<file path="src/rtl/dm_cache_ctrl.sv">
// Direct-mapped read cache controller with single-cycle lookup and line refill.
// Optional hit/miss statistics counters are built when CACHE_STATS_EN is defined.
module dm_cache_ctrl #(
   parameter int ADDR_W     = 32,
   parameter int DATA_W     = 16,
   parameter int LINES      = 8,
   parameter int LINE_WORDS = 4
) (
   input  logic              clk,
   input  logic              rst,
   input  logic              cpu_req,
   input  logic [ADDR_W-1:0] cpu_addr,
   output logic [DATA_W-1:0] cpu_rdata,
   output logic              cpu_ready,
   input  logic              flush,
   output logic              mem_req,
   output logic [ADDR_W-1:0] mem_addr,
   input  logic              mem_rvalid,
   input  logic [DATA_W-1:0] mem_rdata,
   output logic [31:0]       hit_cnt,
   output logic [31:0]       miss_cnt
);

   localparam int OFF_W = $clog2(LINE_WORDS);
   localparam int IDX_W = $clog2(LINES);
   localparam int TAG_W = ADDR_W - 1 - OFF_W - IDX_W;
   localparam logic [OFF_W-1:0] LAST = OFF_W'(LINE_WORDS - 1);

   typedef enum logic [1:0] {
      IDLE,
      LOOKUP,
      REFILL
   } state_t;

   state_t state, state_nx;

   logic [TAG_W-1:0]  req_tag;
   logic [IDX_W-1:0]  req_idx;
   logic [OFF_W-1:0]  req_word;
   logic [OFF_W-1:0]  beat;
   logic [LINES-1:0]  valid;
   logic              cancel;
   logic [DATA_W-1:0] cap;

   logic [TAG_W-1:0]  tag_arr  [LINES];
   logic [DATA_W-1:0] data_arr [LINES*LINE_WORDS];

   logic hit;
   logic accept;
   logic beat_acc;
   logic last_beat;
   logic unused_addr0;

   // The byte offset within a 2-byte word never affects the lookup.
   assign unused_addr0 = cpu_addr[0];

   assign accept    = cpu_req && !cpu_ready;
   assign hit       = valid[req_idx] && (tag_arr[req_idx] == req_tag);
   assign beat_acc  = (state == REFILL) && mem_rvalid;
   assign last_beat = beat_acc && (beat == LAST);

   assign mem_req  = (state == REFILL);
   assign mem_addr = mem_req ? {req_tag, req_idx, beat, 1'b0} : '0;

   // State register.
   always_ff @(posedge clk or posedge rst) begin
      if (rst) state <= IDLE;
      else     state <= state_nx;
   end

   // Next-state decode.
   always_comb begin
      state_nx = state;
      unique case (state)
         IDLE:    if (accept) state_nx = LOOKUP;
         LOOKUP:  state_nx = hit ? IDLE : REFILL;
         REFILL:  if (last_beat) state_nx = IDLE;
         default: state_nx = IDLE;
      endcase
   end

   // Request latch, beat counter, valid bits and response registers.
   always_ff @(posedge clk or posedge rst) begin
      if (rst) begin
         req_tag   <= '0;
         req_idx   <= '0;
         req_word  <= '0;
         beat      <= '0;
         valid     <= '0;
         cancel    <= 1'b0;
         cap       <= '0;
         cpu_rdata <= '0;
         cpu_ready <= 1'b0;
      end else begin
         cpu_ready <= 1'b0;
         unique case (state)
            IDLE: begin
               if (accept) begin
                  req_tag  <= cpu_addr[ADDR_W-1:OFF_W+IDX_W+1];
                  req_idx  <= cpu_addr[OFF_W+IDX_W:OFF_W+1];
                  req_word <= cpu_addr[OFF_W:1];
               end
            end
            LOOKUP: begin
               if (hit) begin
                  cpu_rdata <= data_arr[{req_idx, req_word}];
                  cpu_ready <= 1'b1;
               end else begin
                  beat   <= '0;
                  cancel <= 1'b0;
               end
            end
            REFILL: begin
               if (flush) cancel <= 1'b1;
               if (beat_acc) begin
                  beat <= beat + 1'b1;
                  if (beat == req_word) cap <= mem_rdata;
               end
               if (last_beat) begin
                  cpu_ready <= 1'b1;
                  cpu_rdata <= (beat == req_word) ? mem_rdata : cap;
                  if (!cancel && !flush) valid[req_idx] <= 1'b1;
               end
            end
            default: ;
         endcase
         if (flush) valid <= '0;
      end
   end

   // Tag and data storage; contents are qualified by the valid bits.
   always_ff @(posedge clk) begin
      if (beat_acc) data_arr[{req_idx, beat}] <= mem_rdata;
      if (last_beat) tag_arr[req_idx] <= req_tag;
   end

`ifdef CACHE_STATS_EN
   logic lookup;
   assign lookup = (state == LOOKUP);

   // Saturating hit/miss counters, cleared only by reset.
   always_ff @(posedge clk or posedge rst) begin
      if (rst) begin
         hit_cnt  <= '0;
         miss_cnt <= '0;
      end else if (lookup) begin
         if (hit && hit_cnt != '1)    hit_cnt  <= hit_cnt + 1'b1;
         if (!hit && miss_cnt != '1)  miss_cnt <= miss_cnt + 1'b1;
      end
   end
`else
   assign hit_cnt  = '0;
   assign miss_cnt = '0;
`endif

endmodule

</file>
<file path="config.mk">
export PLATFORM = sky130hd
export DESIGN_NAME = dm_cache_ctrl
export DESIGN_NICKNAME = d
export VERILOG_FILES = /design/src/rtl/dm_cache_ctrl.sv
export SDC_FILE = /design/constraint.sdc
export NUM_CORES = 1
export LEC_CHECK = 0
export ABC_AREA = 1
export CORE_MARGIN = 1.5
export CORE_UTILIZATION = 65
export CTS_CLUSTER_DIAMETER = 200
export CTS_CLUSTER_SIZE = 40
export DETAILED_ROUTE_END_ITERATION = 7
export HOLD_SLACK_MARGIN = 0.05
export MAX_ROUTING_LAYER = met4
export PLACE_DENSITY = 0.89
export RECOVER_POWER = 100
export SLEW_MARGIN = 40
export SYNTH_ARGS = -nofsm -noshare
export SYNTH_HDL_FRONTEND = slang
export SYNTH_SLANG_ARGS = --single-unit
</file>
<file path="constraint.sdc">
create_clock -name clk -period 9 [get_ports clk]
set_input_delay 0.9 -clock clk [delete_from_list [all_inputs] [get_ports clk]]
set_output_delay 0.9 -clock clk [all_outputs]
set_load 0.01 [all_outputs]
</file>
==> out/summary.txt <==
Core area = 50400 um^2
CP arrival = 6.35 ns
Slowest stage delay, CP = 2.07 ns
Slew headroom = -0.983
Routed Antenna Nets = 0
Worst path slowest cell = dfrtp_1
Crit-path cells = inv_1, buf_4, nor2_1, buf_4, inv_1, nor2_1, clkbuf_1
Placement Cell Area = 34800 um^2
Asr flop ratio synth = 0.0966
GRT Util Overall = 0.309
Worst-path clk slew = 0.13 ns
Worst hold slack = 0.485 ns
Post-route clock period utilization = 0.677
Slew @ Worst Pin = 2.97 ns
Switching part of the total power = 0.389
CTS Buffer Depth = 3
Int Pwr = 5960 uW
Design Area, Final = 35200 um^2
Sequential power share = 0.488
Synth Instances = 2905
WL final = 80.0 mm
Worst reg2reg startpoint = req_idx[0]
CTS resizes = 0
WS Path Type = flip-flop to flip-flop
Vias in the first global route = 22000
Synthesis-to-layout area growth = 5.82%
Max Cap Viol = 27
FF-to-FF setup slack = 2.90 ns
Fmax = 164 MHz
First-pass DRT Iterations = 7
Root Driver = clkbuf_16
Layout cell share with drive strength beyond 1 = 0.0259
Tmin final = 6.10 ns
Req. time, crit path = 9.26 ns
Final Util = 0.699
Crit path to = data_arr[4][13]
Cell family contributing the most delay on the critical path = buffers and inverters
Clock network fraction of design power = 0.154
Detailed Place HPWL = 47.4 mm
Post-synthesis register bit count = 797
Final setup vio count = 0
RSZ-0062 raised after global routing = false
Gr ovfl total = 0
Drt drc = 0
WL per Instance = 22.0 um
Critical path peak fanout = 77
Die area = 52600 um^2
Initial core utilization = 0.661
Die H = 229 um
Clock Skew = 0.0169 ns
Min-Delay Path Class = flip-flop to flip-flop
Syn_area_per_cell = 11.5 um^2
Yosys warns = 0
I/O Buffers = 100
Die width = 229 um
Worst Setup SP = req_idx[0]
CTS Sinks = 797
Levels on crit path = 7
Via count = 22500
Peak VDD IR = 0.202 mV
Inst Count DP = 3598
Initial antenna violation count = 2
H-tree depth = 1
Power per cell area = 277 nW/um^2
Final Hold Fails = 0
Worst skew pair latency = 0.61 ns
CTS tree = built
Failing checks = capacitance limit, slew limit
Post-synth top area share = 0.649
Logic gate share of total power = 0.358
Hold buffers post-CTS = 0
Synth area leader = edfxtp_1
Final GP Congestion = 0.891
Unique cell type count in the Yosys netlist = 36
CP endpoint kind = flip-flop
FP Rows = 82
CP Buf/Inv Count = 5
Global-route wire length before repair = 121 mm
Number of I/O pins = 167
Post-route insts no fill = 3643
CP startpoint kind = flip-flop
Iteration-0 DRC Markers = 2817
Avg Vias per Cell = 6.18
Fin. max-slew vios = 964
Final TNS setup = 0 ns
Post-synth EDFFs = 720
Status = complete, but fails checks
Worst Reg2Reg Path Length in Cells = 7
R2R Path End = data_arr[4][13]
Netlist area before placement = 33300 um^2
Net Sw Power = 3790 uW
CTS buffer count = 23
Nets@finish = 3013
Largest net degree at the start of global routing = 155
Synth area leaders = edfxtp_1, nand2_1, dfrtp_1, nor2_1, o21ai_0
P_leak = 0.0132 uW
Sequential area share after synthesis = 0.707
Post-CTS Setup Inserts = 0
Top FF cell, synth = edfxtp_1
final cells by class:
class / instances / area, um^2
Clock inverter: 1 / 5.00
Timing Repair Buffer: 172 / 1390
Sequential cell: 797 / 23600
Clock buffer: 40 / 639
Antenna cell: 2 / 5.00
Tap cell: 672 / 841
Fill cell: 3219 / 15100
Inverter: 241 / 916
Multi-Input combinational cell: 1718 / 7890
worst min path at each step:
stage	start	to	slack, ns	depth (start not counted)
after floorplan	cancel	cancel	0.44	2
after global placement	cancel	cancel	0.46	2
after detailed placement	cpu_rdata[10]	cpu_rdata[10]	0.46	2
after CTS	cpu_rdata[10]	cpu_rdata[10]	0.49	2
after global routing	cpu_rdata[5]	cpu_rdata[5]	0.52	2
final	cpu_rdata[9]	cpu_rdata[9]	0.49	2
synthesized netlist by cell type (3+ instances only):
master	n
edfxtp_1	720
nand2_1	551
nor2_1	410
o21ai_0	279
inv_1	236
o22ai_1	129
nand3_1	115
clkbuf_1	95
buf_4	83
dfrtp_1	77
a21oi_1	41
mux2i_1	16
o21ai_1	16
buf_2	15
or2_1	14
buf_6	13
nand4_1	12
o31ai_1	12
mux2_2	10
o211ai_1	9
o21bai_1	9
buf_1	7
ha_1	7
nor3_1	7
a22o_1	4
inv_2	3
nand2_4	3
nand3b_1	3
through the flow:
| step | total power, uW | setup WS [ns] |
|---|---|---|
| 4_1_cts | 9640 | 5.10 |
| 6_report | 9750 | 2.90 |
| 3_5_place_dp | 8210 | 5.14 |
| 5_1_grt | 10200 | 2.58 |
| 2_1_floorplan | 7030 | 5.82 |
| 3_3_place_gp | 7990 | 4.97 |
registers in the layout, summed over array words and instances (netlist names), 3 cells and up:
name / flops
req_tag: 26
req_idx: 3
tag_arr: 208
cap: 16
valid: 8
data_arr: 512
cpu_rdata: 16
layer usage:
metal  part of all wire  wire (um)  global-route usage
met5                  0          0                   -
met3               0.12       9710              0.0478
met2               0.48      38700               0.490
met4              0.049       3950               0.145
met1               0.35      27600               0.397
placed cells by master (no fill, tap or decap), types with 5 or more instances in the layout:
cell type,count
a21oi_1,41
buf_4,14
clkbuf_1,70
clkbuf_16,23
clkdlybuf4s50_1,34
conb_1,65
dfrtp_1,76
dlygate4sd3_1,66
edfxtp_1,720
ha_1,6
inv_1,234
mux2_2,10
mux2i_1,16
nand2_1,549
nand3_1,115
nand4_1,13
nor2_1,403
nor2_2,5
nor2_4,5
nor3_1,7
o211ai_1,9
o21ai_0,280
o21ai_1,15
o21bai_1,9
o22ai_1,129
o31ai_1,12
or2_1,14
power by group through the flow:
stage	sequential, uW	combinational [uW]	clock, uW
2_1_floorplan	4590	2440	0
3_3_place_gp	4790	3200	0
3_5_place_dp	4820	3390	0
4_1_cts	4740	3420	1480
5_1_grt	4790	3790	1590
6_report	4760	3490	1500
cell families (layout without fill, tap and decap cells):
group                    count (synthesis)  in the layout  synth area share
other                                    1             67          0.000113
multiplexers                            26             26           0.00819
buffers and inverters                  454            454            0.0641
adder cells (fa/ha/maj)                  7              7           0.00263
AO/OA/AOI/OAI                          499            499            0.0826
flip-flops                             797            797             0.707
AND/OR/NAND/NOR                       1121           1121             0.135
worst reg2reg max path: cells and delay by family, from the launching register on:
family / cells / cell delay [ns]
DFF: 1 / 2.07
and+or+nand+nor: 2 / 0.68
buffers and inverters: 5 / 2.98
Power figures use the tool's default switching activity.
==> RTL change, RTL diff (same flow settings) <==
Add a define of `CACHE_STATS_EN`.
--- a/src/rtl/dm_cache_ctrl.sv
+++ b/src/rtl/dm_cache_ctrl.sv
@@ -2,2 +2,4 @@
 // Optional hit/miss statistics counters are built when CACHE_STATS_EN is defined.
+`define CACHE_STATS_EN
+
 module dm_cache_ctrl #(
Function: changed (a bounded check fails within 4 cycles, from zero or initial values and one cycle with rst high).
==> RTL change against the original RTL <==
The flow still finishes with violations (max-capacitance violations, max-slew violations); clock power grew 11%; design area rose by 12%; worst setup slack lost 0.44 ns; wire length rose by 12%; synthesized area up 9.6%; sequential cell count increased by 64; global-route usage grew 1.1 points; total power up 4.4%; critical path type unchanged; largest cell class unchanged.
==> RTL change: results (changes against the original RTL) <==
\begin{tabular}{lr}
\hline
Metric & Value \\
\hline
\multicolumn{2}{l}{\textbf{GRT}} \\
Pin count of the biggest net entering global routing & 218 (+41\%) \\
Total track usage & 32.0\% (+1.1 points) \\
Fraction of met2 tracks used by global routing & 52.0\% (+3.0 points) \\
Wire length of the first global-routing pass & 137000 um (+13\%) \\
Via count of the first global-routing pass & 24700 (+12\%) \\
\multicolumn{2}{l}{\textbf{Synthesis}} \\
Async S/R FF share, synth & 16.4\% (+6.7 points) \\
Fraction of synthesized cell area in xor and xnor cells & 1.46\% (+1.5 points) \\
Share of cell area taken by muxes after synthesis & 0.778\% (-0.041 points) \\
Syn avg cell area & 11.0 um2 (-4.2\%) \\
Sequential share of the synthesized area & 68.9\% (-1.8 points) \\
\multicolumn{2}{l}{\textbf{Route}} \\
Average routed wire per standard cell & 21.4 um (-2.7\%) \\
Met1 wire length & 32300 um (+17\%) \\
Drt first-iter violations & 3543 (+26\%) \\
Met3 WL & 9210 um (-5.1\%) \\
Detailed-route wire length & 89800 um (+12\%) \\
\multicolumn{2}{l}{\textbf{Power and ir drop}} \\
Reported sequential group power & 5020 uW (+5.5\%) \\
Power Dens Cells & 258 mW/mm2 (-6.8\%) \\
Net switching fraction of the power & 37.7\% (-1.2 points) \\
Reported leakage power & 0.0149 uW (+13\%) \\
\multicolumn{2}{l}{\textbf{Place}} \\
Count of placed standard cells including taps & 4148 (+15\%) \\
\# port buffers & 164 (+64\%) \\
\multicolumn{2}{l}{\textbf{Timing}} \\
Worst slew pin tran & 4.16 ns (+1.18 ns) \\
Hold slack & 0.495 ns (+0.0101 ns) \\
Pins Over Slew Limit & 609 (-37\%) \\
Largest clock skew in the final design & 0.0365 ns (+0.0196 ns) \\
\multicolumn{2}{l}{\textbf{Critical path}} \\
CP max stage cell & sky130\_fd\_sc\_hd\_\_nor2\_1 \\
R2r setup slk & 2.46 ns (-0.44 ns) \\
Crit path arrival time & 7.07 ns (+0.72 ns) \\
Startpoint of the worst register-to-register path & req\_idx[1] \\
R2R depth & 14 (+7) \\
Worst stage delay on the critical path & 1.80 ns (-0.27 ns) \\
Cell family contributing the most delay on the critical path & simple AND/OR/NAND/NOR gates \\
\multicolumn{2}{l}{\textbf{Layout}} \\
Largest registers & data\_arr x512, tag\_arr x208 \\
Design area & 0.0395 mm2 (+12\%) \\
\multicolumn{2}{l}{\textbf{Flow run}} \\
Max-cap violations & 15 (-44\%) \\
\multicolumn{2}{l}{\textbf{CTS}} \\
Worst-skew pair later-pin latency & 0.64 ns (+0.03 ns) \\
Inserted Clock Buffers & 25 (+8.7\%) \\
\multicolumn{2}{l}{\textbf{Status}} \\
Violations in the final reports & max-capacitance violations, max-slew violations \\
Run status & finished with violations \\
\multicolumn{2}{l}{\textbf{Worst hold path}} \\
Endpoint of the worst hold path & cpu\_rdata[10] \\
\hline
\end{tabular}
## RTL change: changes by cell type after synthesis, sizes merged, moves of 27 or more
cell and delta:
inv +27, nor2 +46, nand2 +133, xor2 +38, buf -65, o21ai +56
dfrtp +64
## RTL change: final cells by class
cell class	instances	area [um2]
Antenna cell	2	5.00
Clock buffer	44	697
Clock inverter	2	28.8
Fill cell	3667	15800
Inverter	269	1020
Multi-Input combinational cell	2029	9560
Sequential cell	861	25200
Tap cell	748	936
Timing Repair Buffer	242	2080
## RTL change: how the worst max path moves through the flow
stage	from	endpoint	slack (ns)
after global routing	req_idx[1]	hit_cnt[14]	2.02
after floorplan	rst	beat[0]	4.32
after detailed placement	req_idx[0]	hit_cnt[18]	4.47
after CTS	req_idx[0]	hit_cnt[18]	4.40
final	req_idx[1]	hit_cnt[18]	2.46
after global placement	mem_rvalid	cpu_rdata[13]	4.26
